## config.mk

```make
export PLATFORM = sky130hd
export DESIGN_NAME = snake_step_sched
export DESIGN_NICKNAME = d
export VERILOG_FILES = /design/src/rtl/snake_step_sched.sv
export SDC_FILE = /design/constraint.sdc
export NUM_CORES = 1
export LEC_CHECK = 0
export BUFFER_PORTS_ARGS = -buffer_cell sky130_fd_sc_hd__buf_2
export CORE_MARGIN = 2
export CORE_UTILIZATION = 52
export CTS_CLUSTER_DIAMETER = 80
export DETAILED_ROUTE_END_ITERATION = 7
export PLACE_DENSITY = 0.76
export REMOVE_ABC_BUFFERS = 1
export SYNTH_ARGS = -nofsm -noshare
export SYNTH_HDL_FRONTEND = slang
export SYNTH_SLANG_ARGS = --single-unit
```

## constraint.sdc

```tcl
create_clock -name clk -period 6.4 [get_ports clk]
set_input_delay 0 -clock clk [delete_from_list [all_inputs] [get_ports clk]]
set_output_delay 0 -clock clk [all_outputs]
set_load 0.005 [all_outputs]
```

## src/rtl/snake_step_sched.sv

```systemverilog
// Per-tick step sequencer: advance head, run collision check, commit step to body FIFO.
module snake_step_sched #(
  parameter int unsigned POS_W     = 4,
  parameter int unsigned MAX_LEN   = 32,
  parameter int unsigned INIT_LEN  = 3,
  parameter int unsigned GROW_STEP = 1,
  parameter int unsigned CHK_TMO   = 15
) (
  input  logic             clk,
  input  logic             reset,
  input  logic             tick,
  input  logic [POS_W-1:0] head_x,
  input  logic [POS_W-1:0] head_y,
  input  logic [POS_W-1:0] food_x,
  input  logic [POS_W-1:0] food_y,
  input  logic             chk_done,
  input  logic             hit,
  output logic             lock,
  output logic             move_en,
  output logic             chk_start,
  output logic             push,
  output logic             pop,
  output logic             food_req,
  output logic [7:0]       len,
  output logic             game_over,
  output logic             tick_miss
);

  localparam int unsigned TMO_W = $clog2(CHK_TMO + 1);
  localparam logic [TMO_W-1:0] TMO_LAST = TMO_W'(CHK_TMO - 1);
  localparam logic [7:0] MAX_L8  = 8'(MAX_LEN);
  localparam logic [7:0] INIT_P8 = 8'(INIT_LEN - 1);
  localparam logic [9:0] GROW10  = 10'(GROW_STEP);

  typedef enum logic [2:0] {
    S_IDLE, S_MOVE, S_WAIT, S_CHECK, S_COMMIT, S_DEAD
  } state_t;

  state_t           state_q, state_d;
  logic [7:0]       len_q, len_d;
  logic [7:0]       pend_q, pend_d;
  logic [TMO_W-1:0] tmo_q, tmo_d;
  logic             miss_q, miss_d;

  logic             eat;
  logic             pop_c;
  logic [9:0]       pend_sum;
  logic [7:0]       len_inc;

  // State and counters; synchronous active-low reset.
  always_ff @(posedge clk) begin
    if (!reset) begin
      state_q <= S_IDLE;
      len_q   <= 8'd1;
      pend_q  <= INIT_P8;
      tmo_q   <= '0;
      miss_q  <= 1'b0;
    end else begin
      state_q <= state_d;
      len_q   <= len_d;
      pend_q  <= pend_d;
      tmo_q   <= tmo_d;
      miss_q  <= miss_d;
    end
  end

  // Next-state, growth bookkeeping and step strobes.
  always_comb begin
    state_d   = state_q;
    len_d     = len_q;
    pend_d    = pend_q;
    tmo_d     = tmo_q;
    miss_d    = miss_q;
    lock      = 1'b0;
    move_en   = 1'b0;
    chk_start = 1'b0;
    push      = 1'b0;
    pop       = 1'b0;
    food_req  = 1'b0;
    eat       = ({head_x, head_y} == {food_x, food_y});
    pop_c     = (pend_q == 8'd0);
    pend_sum  = {2'b00, pend_q} - {9'd0, ~pop_c} + (eat ? GROW10 : 10'd0);
    len_inc   = len_q + {7'd0, ~pop_c};

    if (tick && (state_q != S_IDLE) && (state_q != S_DEAD)) miss_d = 1'b1;

    case (state_q)
      S_IDLE: begin
        if (tick) state_d = S_MOVE;
      end
      S_MOVE: begin
        move_en = 1'b1;
        lock    = 1'b1;
        state_d = S_WAIT;
      end
      S_WAIT: begin
        chk_start = 1'b1;
        lock      = 1'b1;
        tmo_d     = '0;
        state_d   = S_CHECK;
      end
      S_CHECK: begin
        lock = 1'b1;
        if (chk_done)               state_d = hit ? S_DEAD : S_COMMIT;
        else if (tmo_q == TMO_LAST) state_d = S_DEAD;
        else                        tmo_d   = tmo_q + 1'b1;
      end
      S_COMMIT: begin
        push     = 1'b1;
        lock     = 1'b1;
        pop      = pop_c;
        food_req = eat;
        pend_d   = (pend_sum > 10'd255) ? 8'hFF : pend_sum[7:0];
        if (len_inc >= MAX_L8) begin
          len_d   = MAX_L8;
          state_d = S_DEAD;
        end else begin
          len_d   = len_inc;
          state_d = S_IDLE;
        end
      end
      S_DEAD: begin
        state_d = S_DEAD;
      end
      default: state_d = S_IDLE;
    endcase

    // Strobes are suppressed while reset is held so a mid-step reset cannot emit a push/pop.
    if (!reset) begin
      lock      = 1'b0;
      move_en   = 1'b0;
      chk_start = 1'b0;
      push      = 1'b0;
      pop       = 1'b0;
      food_req  = 1'b0;
    end
  end

  assign len       = len_q;
  assign game_over = (state_q == S_DEAD);
  assign tick_miss = miss_q;

endmodule

```

### Word level (Yosys, flattened, before mapping)

Index checks and enable logic that the tools add are counted.

| cells by class | value |
|---|---|
| magnitude comparators | 2 |
| bitwise gates (word level) | 1 |
| reduce and logical (&&, ||, !) cells | 9 |
| equality and inequality tests | 12 |
| multiplexer cells | 24 |
| add/subtract/negate cells | 4 |

Operator list:

| operator | number |
|---|---|
| $pmux 3 s6 | 1 |
| $mux 8 | 2 |
| $mux 1 | 14 |
| $mux 3 | 4 |
| $add 9x2->10 | 1 |
| $gt 10x8->1 const B | 1 |
| $sub 8x1->9 | 1 |
| $add 8x1->8 | 1 |
| $eq 8x8->1 | 1 |
| $ge 8x6->1 const B | 1 |
| $logic_not 8->1 | 1 |
| $mux 4 | 2 |
| $pmux 4 s2 | 1 |
| $eq 3x2->1 const B | 2 |
| $eq 3x3->1 const B | 2 |
| $ne 2x2->1 const B | 3 |
| $ne 3x3->1 const B | 2 |
| $add 4x1->4 const B | 1 |
| $eq 4x4->1 const B | 1 |
| $reduce_or 4->1 | 1 |
| $eq 3x1->1 const B | 1 |
| $logic_not 3->1 | 1 |
| $reduce_and 3->1 | 1 |
| $reduce_bool 3->1 | 1 |
| 4 further kinds | 5 |

| storage, ports and cells | value |
|---|---|
| flip-flop bits (word level) | 24 |
| bits of input ports | 21 |
| word-level logic and storage cells | 57 |

### Depth between registers and ports, before layout

| depth | value |
|---|---|
| depth after elaboration | 6 |
| gate-level depth with buffers | 13 |

### Worst setup path before layout

Ideal clock, no wire load.

| timing | value |
|---|---|
| path kind | register -> register |
| from | reg pend_q[3] |
| to | reg pend_q[1] |
| library setup time | 128 ps |
| stages on the path, launching flop included | 13 |
| setup slack | 3207 ps |
| arrival | 3065 ps |
| path buffers | 1 |
| clock period less this slack | 3193 ps |
| cell sequence | dfxtp_1 > clkbuf_1 > nor4_1 > nand3_1 > ha_1 > ha_1 > or3b_4 > or3_4 > and3_4 > o2111ai_4 > mux2i_4 > nor3b_2 > o21ai_2 |

| on the way | value |
|---|---|
| longest elaborated chain between the ends | 6 |

Ends and longest elaborated chain:

| what | RTL line | RTL |
|---|---|---|
| start, declared | 41 | `logic [7:0] pend_q, pend_d;` |
| start signal, assigned | 61 | `pend_q <= pend_d;` |
| $logic_not 8->1 | 81 | `pop_c = (pend_q == 8'd0);` |
| $not 1->1 | 82 | `pend_sum = {2'b00, pend_q} - {9'd0, ~pop_c} + (eat ? GROW10 : 10'd0);` |
| $sub 8x1->9 (*) | 82 |  |
| $add 9x2->10 (*) | 82 |  |
| $gt 10x8->1 | 113 | `pend_d = (pend_sum > 10'd255) ? 8'hFF : pend_sum[7:0];` |
| $mux 8 (*) | 113 |  |

Every way passes the cells marked *; elsewhere a longest branch is shown, timed or not.
A chain may end at the register's enable or synchronous reset.

### Worst setup path in the final report

| timing | value |
|---|---|
| from | reg pend_q[4] |
| to | reg pend_q[1] |

The elaborated chain is that of the path after synthesis.

==> summary.txt <==
Status
  – Outcome: complete, no violations

Route
  – Drt initial violations: 66
  – Vias per cell: 5.39
  – Drt total wl: 3600 um
  – Vias post-DR: 1605
  – # DRC: 0
  – Antenna Nets Post-Route: 0
  – DR pass1 iterations: 4
  – Drt wl/cell: 12.1 um

Synthesis
  – Average size of a mapped cell: 7.92 um^2
  – Post-synth EDFFs: 0
  – Register area share after synthesis: 0.272
  – Library cells used by synthesis: 54
  – Top FF cell, synth: dfxtp_1
  – Yosys Warn Count: 0
  – Flop and latch count out of synthesis: 24
  – Cells after Synth: 223
  – Mapped cell area: 1770 um^2
  – Ys async rst share: 0

STA
  – Fmax: 290 MHz
  – Setup TNS: 0 ns
  – RSZ-0062 raised after global routing: false
  – Pins Over Slew Limit: 0
  – Final WS setup: 2.95 ns
  – # setup viols final: 0
  – Worst clock skew: 0.00450 ns
  – Slew HR: 0.622
  – Final hold violations: 0
  – Tcrit/Tclk final: 0.538
  – Min Tclk post-route: 3.45 ns
  – Worst Max-Slew Pin Slew: 0.568 ns

Worst setup path
  – Worst Setup End Kind: register
  – CP arrival: 3.66 ns
  – Critical-path maximum fanout: 13
  – Data required, critical path: 6.61 ns
  – Critical Setup Path Class: reg -> reg
  – Worst Setup Start Kind: register
  – Slowest stage delay, CP: 0.59 ns
  – CP Buf/Inv Count: 0
  – CP most frequent cell: ha_1
  – CP top delay family: simple AND/OR/NAND/NOR gates
  – Worst R2R Start: pend_q[4]
  – Cell Chain, Critical Path: nor2_1 -> nand3_1 -> ha_1 -> ha_1 -> or3b_4 -> or3_4 -> and3_4 -> o2111ai_4 -> mux2i_4 -> nor3b_2 -> o21ai_2
  – Crit path from: pend_q[4]
  – Slowest stage cell, crit path: dfxtp_1

CTS
  – CTS tree: built
  – Clock sink total: 24
  – CTS resizes: 0
  – Worst-Skew Late Latency: 0.31 ns
  – CTS H-tree depth: 1
  – Post-CTS Setup Inserts: 0
  – Root Buffer: clkbuf_4
  – Clock transition at path regs: 0.14 ns
  – CTS Buf Count: 3
  – Clock buffer depth: 2
  – Hold buffers post-CTS: 2

Power
  – Internal: 0.245 mW
  – Pwr Total: 0.330 mW
  – Clock Power Share: 0.333
  – LEAKAGE: 0.948 nW
  – Sw frac: 0.257
  – Combinational share of power: 0.175
  – Psw: 0.0848 mW
  – PD cells: 163 nW/um^2
  – Flop pwr share: 0.492
  – Max VDD drop: 142 uV

Placed design
  – Pre-CTS setup slack: 2.99 ns
  – Cells after DPL: 292
  – GP Congestion: 0.815
  – IO buf count: 36
  – Post-DP HPWL: 2670 um

GRT
  – Total track usage: 0.187
  – Global-route wire length before repair: 6050 um
  – Initial antenna violation count: 0
  – Number of global-route vias before repair: 1395
  – Pin count of the biggest net entering global routing: 18
  – Remaining global-route overflow: 0

Layout
  – Core Util, Final: 0.611
  – P&R area growth vs syn: 14.6%
  – Share of layout cells above drive strength 1: 0.214
  – Fin nets: 282
  – Filler cell count: 318
  – Fin cells: 298
  – Antenna cells: 0

Hold path
  – Hold Path Class: in -> reg
  – Hold path start: chk_done

Floorplanning
  – Die H: 62.3 um
  – Io pins: 37
  – Die area: 3880 um^2
  – Floorplan row count: 21
  – Core box area: 3310 um^2
  – Die X: 62.3 um
  – Initial Util: 0.534

Job
  – Maxcap violations: 0
==> synth_stat cells, types with 3 or more instances <==
library cell  number  area share
xor2_1             9       0.045
dfxtp_1           24        0.27
nand2_1           23       0.049
and3_1             7       0.025
clkbuf_1          10       0.021
nor2b_1            3       0.011
xnor2_1           13       0.064
nor4_1             4       0.014
o21ai_0            4       0.011
inv_1              9       0.019
nand4_1            6       0.021
a21oi_1           10       0.028
nor2_1            32       0.068
nand3_1            7       0.020
ha_1               8       0.057
o21ai_1            5       0.014
o211a_1            6       0.034
==> worst register-to-register path, delay by kind of cell (launching register included) <==
kind | cells | cell delay, ns
muxes | 1 | 0.42
adders and majority gates | 2 | 0.52
and+or+nand+nor | 6 | 1.52
AOI/OAI and AO/OA | 2 | 0.28
DFF | 1 | 0.59
==> layout make-up <==
type / instances / area (um^2) / share of cell area
Multi-Input combinational cell: 177 / 1200 / 0.593
Sequential cell: 24 / 480 / 0.237
Timing Repair Buffer: 38 / 200 / 0.0989
Tap cell: 46 / 57.6 / 0.0284
Inverter: 9 / 33.8 / 0.0167
Clock inverter: 1 / 30.0 / 0.0148
Clock buffer: 3 / 22.5 / 0.0111
==> power by group through the flow <==
stage                     Combinational (mW)  Sequential, mW  Clock, mW
final                                 0.0576           0.163      0.110
after global routing                  0.0655           0.164      0.120
after CTS                             0.0581           0.162      0.113
after detailed placement              0.0569           0.166          0
after global placement                0.0561           0.166          0
after floorplan                       0.0388           0.164          0
==> layout by cell type (no fill, tap or decap), types with 2 or more instances in the layout <==
| master | instances |
|---|---|
| o2111ai_1 | 2 |
| o211a_1 | 6 |
| xnor2_1 | 13 |
| nor4_1 | 4 |
| inv_1 | 9 |
| a21oi_1 | 10 |
| and2_1 | 2 |
| ha_1 | 8 |
| nor2b_1 | 3 |
| nand4_1 | 6 |
| xor2_1 | 9 |
| buf_2 | 36 |
| and3_1 | 7 |
| a31oi_1 | 2 |
| clkbuf_4 | 3 |
| nand2b_1 | 2 |
| dlygate4sd3_1 | 2 |
| nor2_1 | 32 |
| nand2_1 | 23 |
| dfxtp_1 | 24 |
| nand4b_1 | 2 |
| nand3_1 | 7 |
| o21ai_0 | 4 |
| o21ai_1 | 5 |
==> per-layer routing <==
layer | wire [um] | share of wire | track usage | vias to the layer above
met4 | 0 | 0 | 0.0417 | 0
li1 | - | - | - | 841
met3 | 155 | 0.043 | 0.0380 | 0
met5 | 0 | 0 | 0 | -
met1 | 1850 | 0.51 | 0.254 | 723
met2 | 1590 | 0.44 | 0.308 | 41
==> worst paths after layout <==
kind                end  slack, ns  cells after the start
max           pend_q[1]       2.95                     11
min          state_q[1]       0.02                      4
max reg2reg   pend_q[1]       2.95                     11
min reg2reg   tick_miss       0.46                      2
==> cells by family after synthesis <==
logic type | Yosys count | synth area share
AO/OA/AOI/OAI | 42 | 0.184
XOR/XNOR | 22 | 0.109
adder cells (fa/ha/maj) | 8 | 0.0567
buffers and inverters | 22 | 0.0489
flip-flops | 24 | 0.272
multiplexers | 2 | 0.0191
AND/OR/NAND/NOR | 103 | 0.310
==> stage by stage <==
step           hold WS (ns)  instance area, um^2
2_1_floorplan        0.0592                 1710
4_1_cts              0.0148                 2020
5_1_grt              0.0324                 2020
6_report             0.0215                 2020
3_5_place_dp          0.297                 1950
3_3_place_gp          0.294                 1950
==> registers in the layout, indices dropped and copies added (netlist names) <==
name       flops
len            8
pend_q         8
tmo_q          4
state_q        3
tick_miss      1
Note: power is estimated with default switching activity, not from simulation.
